<file path="config.mk">
export PLATFORM = sky130hd
export DESIGN_NAME = mc_result_reader
export DESIGN_NICKNAME = d
export VERILOG_FILES = /design/src/rtl/mc_result_reader.sv
export SDC_FILE = /design/constraint.sdc
export NUM_CORES = 1
export LEC_CHECK = 0
export ABC_AREA = 1
export CORE_AREA = 2 2 193 195
export CTS_BUF_LIST = sky130_fd_sc_hd__clkbuf_8 sky130_fd_sc_hd__clkbuf_16
export DETAILED_ROUTE_END_ITERATION = 16
export DIE_AREA = 0 0 195 197
export GPL_TIMING_DRIVEN = 1
export PLACE_DENSITY = 0.44
export SETUP_SLACK_MARGIN = 0.02
export SLEW_MARGIN = 10
export SYNTH_ARGS = -nofsm -noshare
export SYNTH_HDL_FRONTEND = slang
export SYNTH_SLANG_ARGS = --single-unit
</file>
<file path="constraint.sdc">
create_clock -name clk -period 2.4 [get_ports clk]
set_input_delay 0.72 -clock clk [delete_from_list [all_inputs] [get_ports clk]]
set_output_delay 0.72 -clock clk [all_outputs]
set_load 0.01 [all_outputs]
</file>
<file path="src/rtl/mc_result_reader.sv">
// Sequencer for one Monte Carlo run: clears the core, runs until the path counter reports
// completion, latches sum/sum_square and streams them to the host as an 8-word frame.
module mc_result_reader #(
  parameter logic [31:0] TIMEOUT = 32'd100000000
) (
  input  logic        clk,
  input  logic        nreset,
  input  logic        start,
  input  logic        abort,
  input  logic        status,
  input  logic [63:0] sum,
  input  logic [63:0] sum_square,
  output logic        mode,
  output logic [15:0] out_data,
  output logic        out_valid,
  input  logic        out_ready,
  output logic        out_last,
  output logic        busy,
  output logic        timeout_err
);

  typedef enum logic [2:0] {
    IDLE,
    CLEAR,
    RUN,
    LATCH,
    SEND
  } state_t;

  localparam logic [31:0] TIMEOUT_LAST = TIMEOUT - 32'd1;

  state_t         state;
  logic [1:0]     rst_sync;
  logic           start_ok;
  logic [31:0]    run_cnt;
  logic           run_first;
  logic [2:0]     word_idx;
  logic [127:0]   shadow;
  logic           timeout_hit;

  // Reset assertion is immediate; release reaches start_ok only after two clock edges.
  always_ff @(posedge clk or negedge nreset) begin
    if (!nreset) begin
      rst_sync <= '0;
    end else begin
      rst_sync <= {rst_sync[0], 1'b1};
    end
  end

  assign start_ok    = rst_sync[1];
  assign timeout_hit = (TIMEOUT != 32'd0) && (run_cnt == TIMEOUT_LAST);
  assign busy        = (state != IDLE);

  // Frame words come only from the shadow, so the core may change sum freely during SEND.
  always_comb begin
    out_data = shadow[{word_idx, 4'b0000} +: 16];
  end

  always_ff @(posedge clk or negedge nreset) begin
    if (!nreset) begin
      state       <= IDLE;
      mode        <= 1'b0;
      out_valid   <= 1'b0;
      out_last    <= 1'b0;
      timeout_err <= 1'b0;
      run_cnt     <= '0;
      run_first   <= 1'b0;
      word_idx    <= '0;
      shadow      <= '0;
    end else if (abort) begin
      state     <= IDLE;
      mode      <= 1'b0;
      out_valid <= 1'b0;
      out_last  <= 1'b0;
      run_cnt   <= '0;
      run_first <= 1'b0;
      word_idx  <= '0;
    end else begin
      case (state)
        IDLE: begin
          mode      <= 1'b0;
          out_valid <= 1'b0;
          out_last  <= 1'b0;
          if (start && start_ok) begin
            state       <= CLEAR;
            timeout_err <= 1'b0;
          end
        end

        CLEAR: begin
          state     <= RUN;
          mode      <= 1'b1;
          run_cnt   <= '0;
          run_first <= 1'b1;
        end

        RUN: begin
          run_first <= 1'b0;
          run_cnt   <= run_cnt + 32'd1;
          if (status && !run_first) begin
            state <= LATCH;
          end else if (timeout_hit) begin
            state       <= IDLE;
            mode        <= 1'b0;
            timeout_err <= 1'b1;
          end
        end

        LATCH: begin
          shadow    <= {sum_square, sum};
          state     <= SEND;
          mode      <= 1'b0;
          out_valid <= 1'b1;
          out_last  <= 1'b0;
          word_idx  <= '0;
        end

        SEND: begin
          if (out_ready) begin
            if (word_idx == 3'd7) begin
              state     <= IDLE;
              out_valid <= 1'b0;
              out_last  <= 1'b0;
              word_idx  <= '0;
            end else begin
              word_idx <= word_idx + 3'd1;
              out_last <= (word_idx == 3'd6);
            end
          end
        end

        default: begin
          state     <= IDLE;
          mode      <= 1'b0;
          out_valid <= 1'b0;
          out_last  <= 1'b0;
          word_idx  <= '0;
        end
      endcase
    end
  end

endmodule

</file>
## Yosys cells after proc, flatten, opt, wreduce, memory -nomap -nowiden

Cells that the tools add are included.

| storage, ports and cells | value |
|---|---|
| output and inout bits | 21 |
| register bits after elaboration | 173 |
| bits of input ports | 134 |
| word-level logic and storage cells | 80 |

| operators by class | value |
|---|---|
| shift-type cells | 1 |
| reduce and logical (&&, ||, !) cells | 16 |
| bitwise gates (word level) | 1 |
| mux-type cells | 31 |
| equality and inequality tests | 19 |
| $add $sub $neg | 2 |

Operators by type and width:

| kind | number |
|---|---|
| $shiftx 128x8->16 | 1 |
| $pmux 32 s2 | 1 |
| $add 32x1->32 const B | 1 |
| $eq 32x27->1 const B | 1 |
| $mux 32 | 1 |
| $mux 3 | 9 |
| $ne 3x3->1 const B | 5 |
| $pmux 3 s5 | 1 |
| $mux 1 | 13 |
| $eq 3x3->1 const B | 3 |
| $ne 2x2->1 const B | 4 |
| $eq 3x2->1 const B | 2 |
| $pmux 1 s2 | 3 |
| $pmux 1 s3 | 2 |
| $pmux 3 s2 | 1 |
| $reduce_and 2->1 | 3 |
| $reduce_and 3->1 | 2 |
| $reduce_bool 3->1 | 2 |
| $reduce_and 5->1 | 1 |
| $ne 2x1->1 const B | 2 |
| $ne 4x4->1 const B | 1 |
| $reduce_and 4->1 | 1 |
| $add 3x1->3 const B | 1 |
| $eq 3x1->1 const B | 1 |
| 7 further kinds | 8 |

## Logic depth before layout (Yosys ltp)

| depth | value |
|---|---|
| depth in word-level cells | 5 |
| depth in mapped cells | 10 |
| mapped depth without buffers | 10 |

## Least setup slack after synthesis

OpenSTA, ideal clock, no wires.

| timing path | value |
|---|---|
| path type | flip-flop to output port |
| start | register word_idx[0] |
| end | output port out_data[11] |
| data required time | 1680 ps |
| setup slack | 389 ps |
| cell stages (with the launch flop) | 9 |
| path buffers | 3 |
| data arrival time | 1291 ps |
| cell sequence | dfrtp_1 buf_2 inv_2 buf_4 buf_4 nor2_1 o32ai_1 nand2_1 nand2_1 |

| between the ends | value |
|---|---|
| cells in the longest elaborated chain, start to end | 1 |

Ends and longest elaborated chain:

| element | line | RTL |
|---|---|---|
| from (decl) | 37 | `logic [2:0] word_idx;` |
| from (signal assigned) | 126 | `word_idx <= word_idx + 3'd1;` |
| $shiftx 128x8->16 | 56 | `out_data = shadow[{word_idx, 4'b0000} +: 16];` |
| to (decl) | 14 | `output logic [15:0] out_data,` |

Every way passes these cells.

## Worst setup path after layout

| timing path | value |
|---|---|
| start | register word_idx[0] |
| end | output port out_data[14] |

The elaborated chain is that of the path after synthesis.

==> results.py <==
metrics = {
    "place": {
        "gp_congestion": 0.809,
        "dp_slack_ns": -0.292,
        "hpwlAfterDp_um": 20800,
        "dp.cells": 1544,
        "dpl_cell_area_um2": 11500,
        "port_buffers": 154,
    },
    "worst_setup_path": {
        "end_kind": "output port",
        "critPathKind": "flop to output port",
        "crit_path_end": "out_data[14]",
        "r2r_cells": 11,
        "slowest_stage": "dfrtp_2",
        "r2r_setup_slack_ns": 0.45,
        "reg2reg_from": "word_idx[0]$_DFFE_PN0P_",
        "max_stage_delay_ns": 0.41,
        "path_cells": "buf_8 > buf_12 > nor2_1 > o32ai_2 > buf_4 > nand2_1 > nand2_1 > buf_6",
        "cp-start-kind": "flop",
        "cp-startpoint": "word_idx[0]$_DFFE_PN0P_",
        "crit_arrival_ns": 1.91,
        "worstPathMaxFanout": 9,
        "timing.rr.end": "state[0]$_DFFE_PN0P_",
        "cpMostUsedCell": "nand2_1",
        "worst-endpoint-required_ns": 1.68,
    },
    "route": {
        "drt-total-wl_um": 29400,
        "vias": 7233,
        "viasPerCell": 4.52,
        "wl_per_cell_um": 18.4,
        "drt-pass1-iter-count": 5,
        "drt_iter0_markers": 416,
        "post-route-drc-count": 0,
        "ant_nets": 0,
    },
    "logic_synthesis": {
        "synthTopCellsByArea": "dfrtp_1 48%, mux2_4 16%, nand2_1 7.5%",
        "ys_async_sr_fraction": 1.00,
        "syn_avg_cell_area_um2": 9.87,
        "syn-num-nets": 1051,
        "synth_commonest_cells": "181 x nand2_1, 173 x dfrtp_1, 150 x nor2_1",
        "ys_ff_latch": 173,
        "synthFlopType": "dfrtp_1",
        "ys_warn_count": 0,
        "yosysMostFrequentCell": "nand2_1",
        "post_synth_instance_area_um2": 9010,
        "synth.distinct_cells": 36,
        "netlist_instances": 913,
        "synth-edff-count": 0,
        "yosys.area.top_type_share": 0.481,
        "synth_largest_area_cell": "dfrtp_1",
        "yosysSeqAreaShare": 0.481,
    },
    "clock_network": {
        "cts_tree": "yes",
        "clk_latency_ns": 0.44,
        "clk_pin_slew_worst_paths_ns": 0.08,
        "cts_buffer_depth": 2,
        "postCtsHoldBufs": 0,
        "cts_buffers": 17,
        "clock_sinks": 173,
        "htreeDepth": 4,
        "root_buffer": "clkbuf_16",
    },
    "power": {
        "switching_share": 0.323,
        "vdd_drop_max_uv": 403,
        "power_mw": 11.8,
        "switchingPower_mw": 3.82,
        "seqPwrFrac": 0.413,
        "combPwrFrac": 0.363,
        "p_int_mw": 8.01,
        "leakage_nw": 6.03,
        "power_density_nw_per_um2": 908,
        "clockPowerShare": 0.224,
    },
    "layout": {
        "post_route_cells_drive_above_1_share": 0.302,
        "fill_cells": 3684,
        "fin_area_um2": 13000,
        "layoutNonFillerInstCount": 1600,
        "syn_to_final_growth_pct": 44.6,
        "fin_nets": 1254,
    },
    "grt": {
        "antenna_found_initial": 4,
        "grt_use_total": 0.155,
        "grt_overflow": 0,
        "grt_pass1_wl_um": 45100,
        "grt_pass1_vias": 7494,
        "grt_max_degree": 46,
    },
    "run_status": {
        "failed_checks": "setup timing",
        "outcome": "finished with violations",
    },
    "die": {
        "die_y_um": 197,
        "start_util": 0.248,
        "die_area_um2": 38400,
        "die_w_um": 195,
        "core_um2": 36300,
        "io-pin-count": 155,
        "fp-row-count": 70,
    },
    "timing": {
        "finalHoldViolCount": 0,
        "fin_hold_ws_ns": 0.195,
        "clock_skew_ns": 0.0107,
        "rsz0062_at_grt": "true",
        "finalCritPeriodShare": 1.10,
        "period_needed_ns": 2.63,
        "report.final.setup_viol": 16,
        "max_freq_mhz": 380,
        "setup_ws_ns": -0.234,
        "slew_violations": 0,
    },
    "min_path": {
        "hold_class": "primary input to async pin",
    },
    "run": {
        "max-cap-violations": 0,
    },
}
==> sequential cells by signal, indices dropped and copies added, names as in the netlist <==
signal,cells
out_valid,1
mode,1
rst_sync,2
run_cnt,32
state,3
timeout_err,1
out_last,1
run_first,1
word_idx,3
shadow,128
==> metrics by stage <==
stage	util	TNS (ns)
after floorplan	-	0
after global placement	0.318	-3.04
after detailed placement	0.318	-3.13
after CTS	0.348	-3.69
after global routing	0.359	-4.31
final	0.359	-3.01
==> final cells by class <==
type / count / area [um2] / share of cell area
inverters: 49 / 189 / 0.0145
diodes: 4 / 10.0 / 0.000768
clock buffers: 17 / 425 / 0.0327
flip-flops and latches: 173 / 4330 / 0.332
well taps: 468 / 586 / 0.0449
repair buffers: 228 / 2630 / 0.202
multi-input cells: 647 / 4740 / 0.364
clock inverters: 14 / 118 / 0.00903
==> layer usage <==
metal	vias to the layer above	track usage	share of wire	routed length [um]
li1	3499	-	-	-
met3	24	0.0299	0.037	1100
met2	161	0.246	0.48	14200
met1	3549	0.212	0.47	13700
met4	0	0.0515	0.014	420
met5	-	0	0	0
==> cells by family (layout without fill, tap and decap cells) <==
family	count (synthesis)	count (layout)	synth area share
adder cells (fa/ha/maj)	4	4	0.00556
AND/OR/NAND/NOR	395	395	0.178
AO/OA/AOI/OAI	116	116	0.0806
multiplexers	128	128	0.201
buffers and inverters	93	308	0.0514
other	1	5	0.000416
flip-flops	173	173	0.481
XOR/XNOR	3	3	0.00292
==> how the worst min path moves through the flow <==
stage / from / end / slack, ns / depth (start not counted)
after floorplan: rst_sync[0]$_DFF_PN0_ / rst_sync[1]$_DFF_PN0_ / 0.33 / 0
after global placement: rst_sync[0]$_DFF_PN0_ / rst_sync[1]$_DFF_PN0_ / 0.34 / 0
after detailed placement: rst_sync[0]$_DFF_PN0_ / rst_sync[1]$_DFF_PN0_ / 0.35 / 0
after CTS: nreset / run_cnt[4]$_DFFE_PN0P_ / 0.22 / 1
after global routing: nreset / run_cnt[4]$_DFFE_PN0P_ / 0.21 / 1
final: nreset / run_cnt[4]$_DFFE_PN0P_ / 0.19 / 1
==> power by group through the flow <==
| stage | logic [mW] | clock network, mW | registers [mW] |
|---|---|---|---|
| CTS | 4.16 | 2.74 | 4.82 |
| floorplan | 2.50 | 0 | 4.46 |
| global route | 4.62 | 2.87 | 5.02 |
| global placement | 3.85 | 0 | 4.83 |
| finish | 4.29 | 2.65 | 4.89 |
| detailed placement | 3.90 | 0 | 4.79 |
==> repair_timing <==
item | CTS | global route
gates cloned | 5 | 5
endpoints found under the setup margin | 17 | 16
pin swaps | 35 | 26
endpoints found under the hold margin | 0 | 0
buffers inserted | 10 | 9
gates resized for setup | 172 | 63
==> cells in the final DEF (no fill, tap or decap), drive strengths merged, types with 6 or more instances in the layout <==
| cell type | n |
|---|---|
| o21ai | 64 |
| clkinv | 8 |
| mux2 | 128 |
| nor3 | 6 |
| buf | 86 |
| inv | 54 |
| nand4 | 10 |
| nor2 | 154 |
| clkdlybuf4s50 | 136 |
| nand2 | 183 |
| clkbuf | 22 |
| a21oi | 10 |
| dfrtp | 173 |
| nand3 | 40 |
| o32ai | 32 |
==> critical path: cells and delay by family, from the launching register on <==
family                 cells  cell delay, ns
DFF                        1            0.41
and+or+nand+nor            3            0.19
buffers and inverters      4            0.60
AOI/OAI and AO/OA          1            0.27
(Power assumes the default switching activity.)
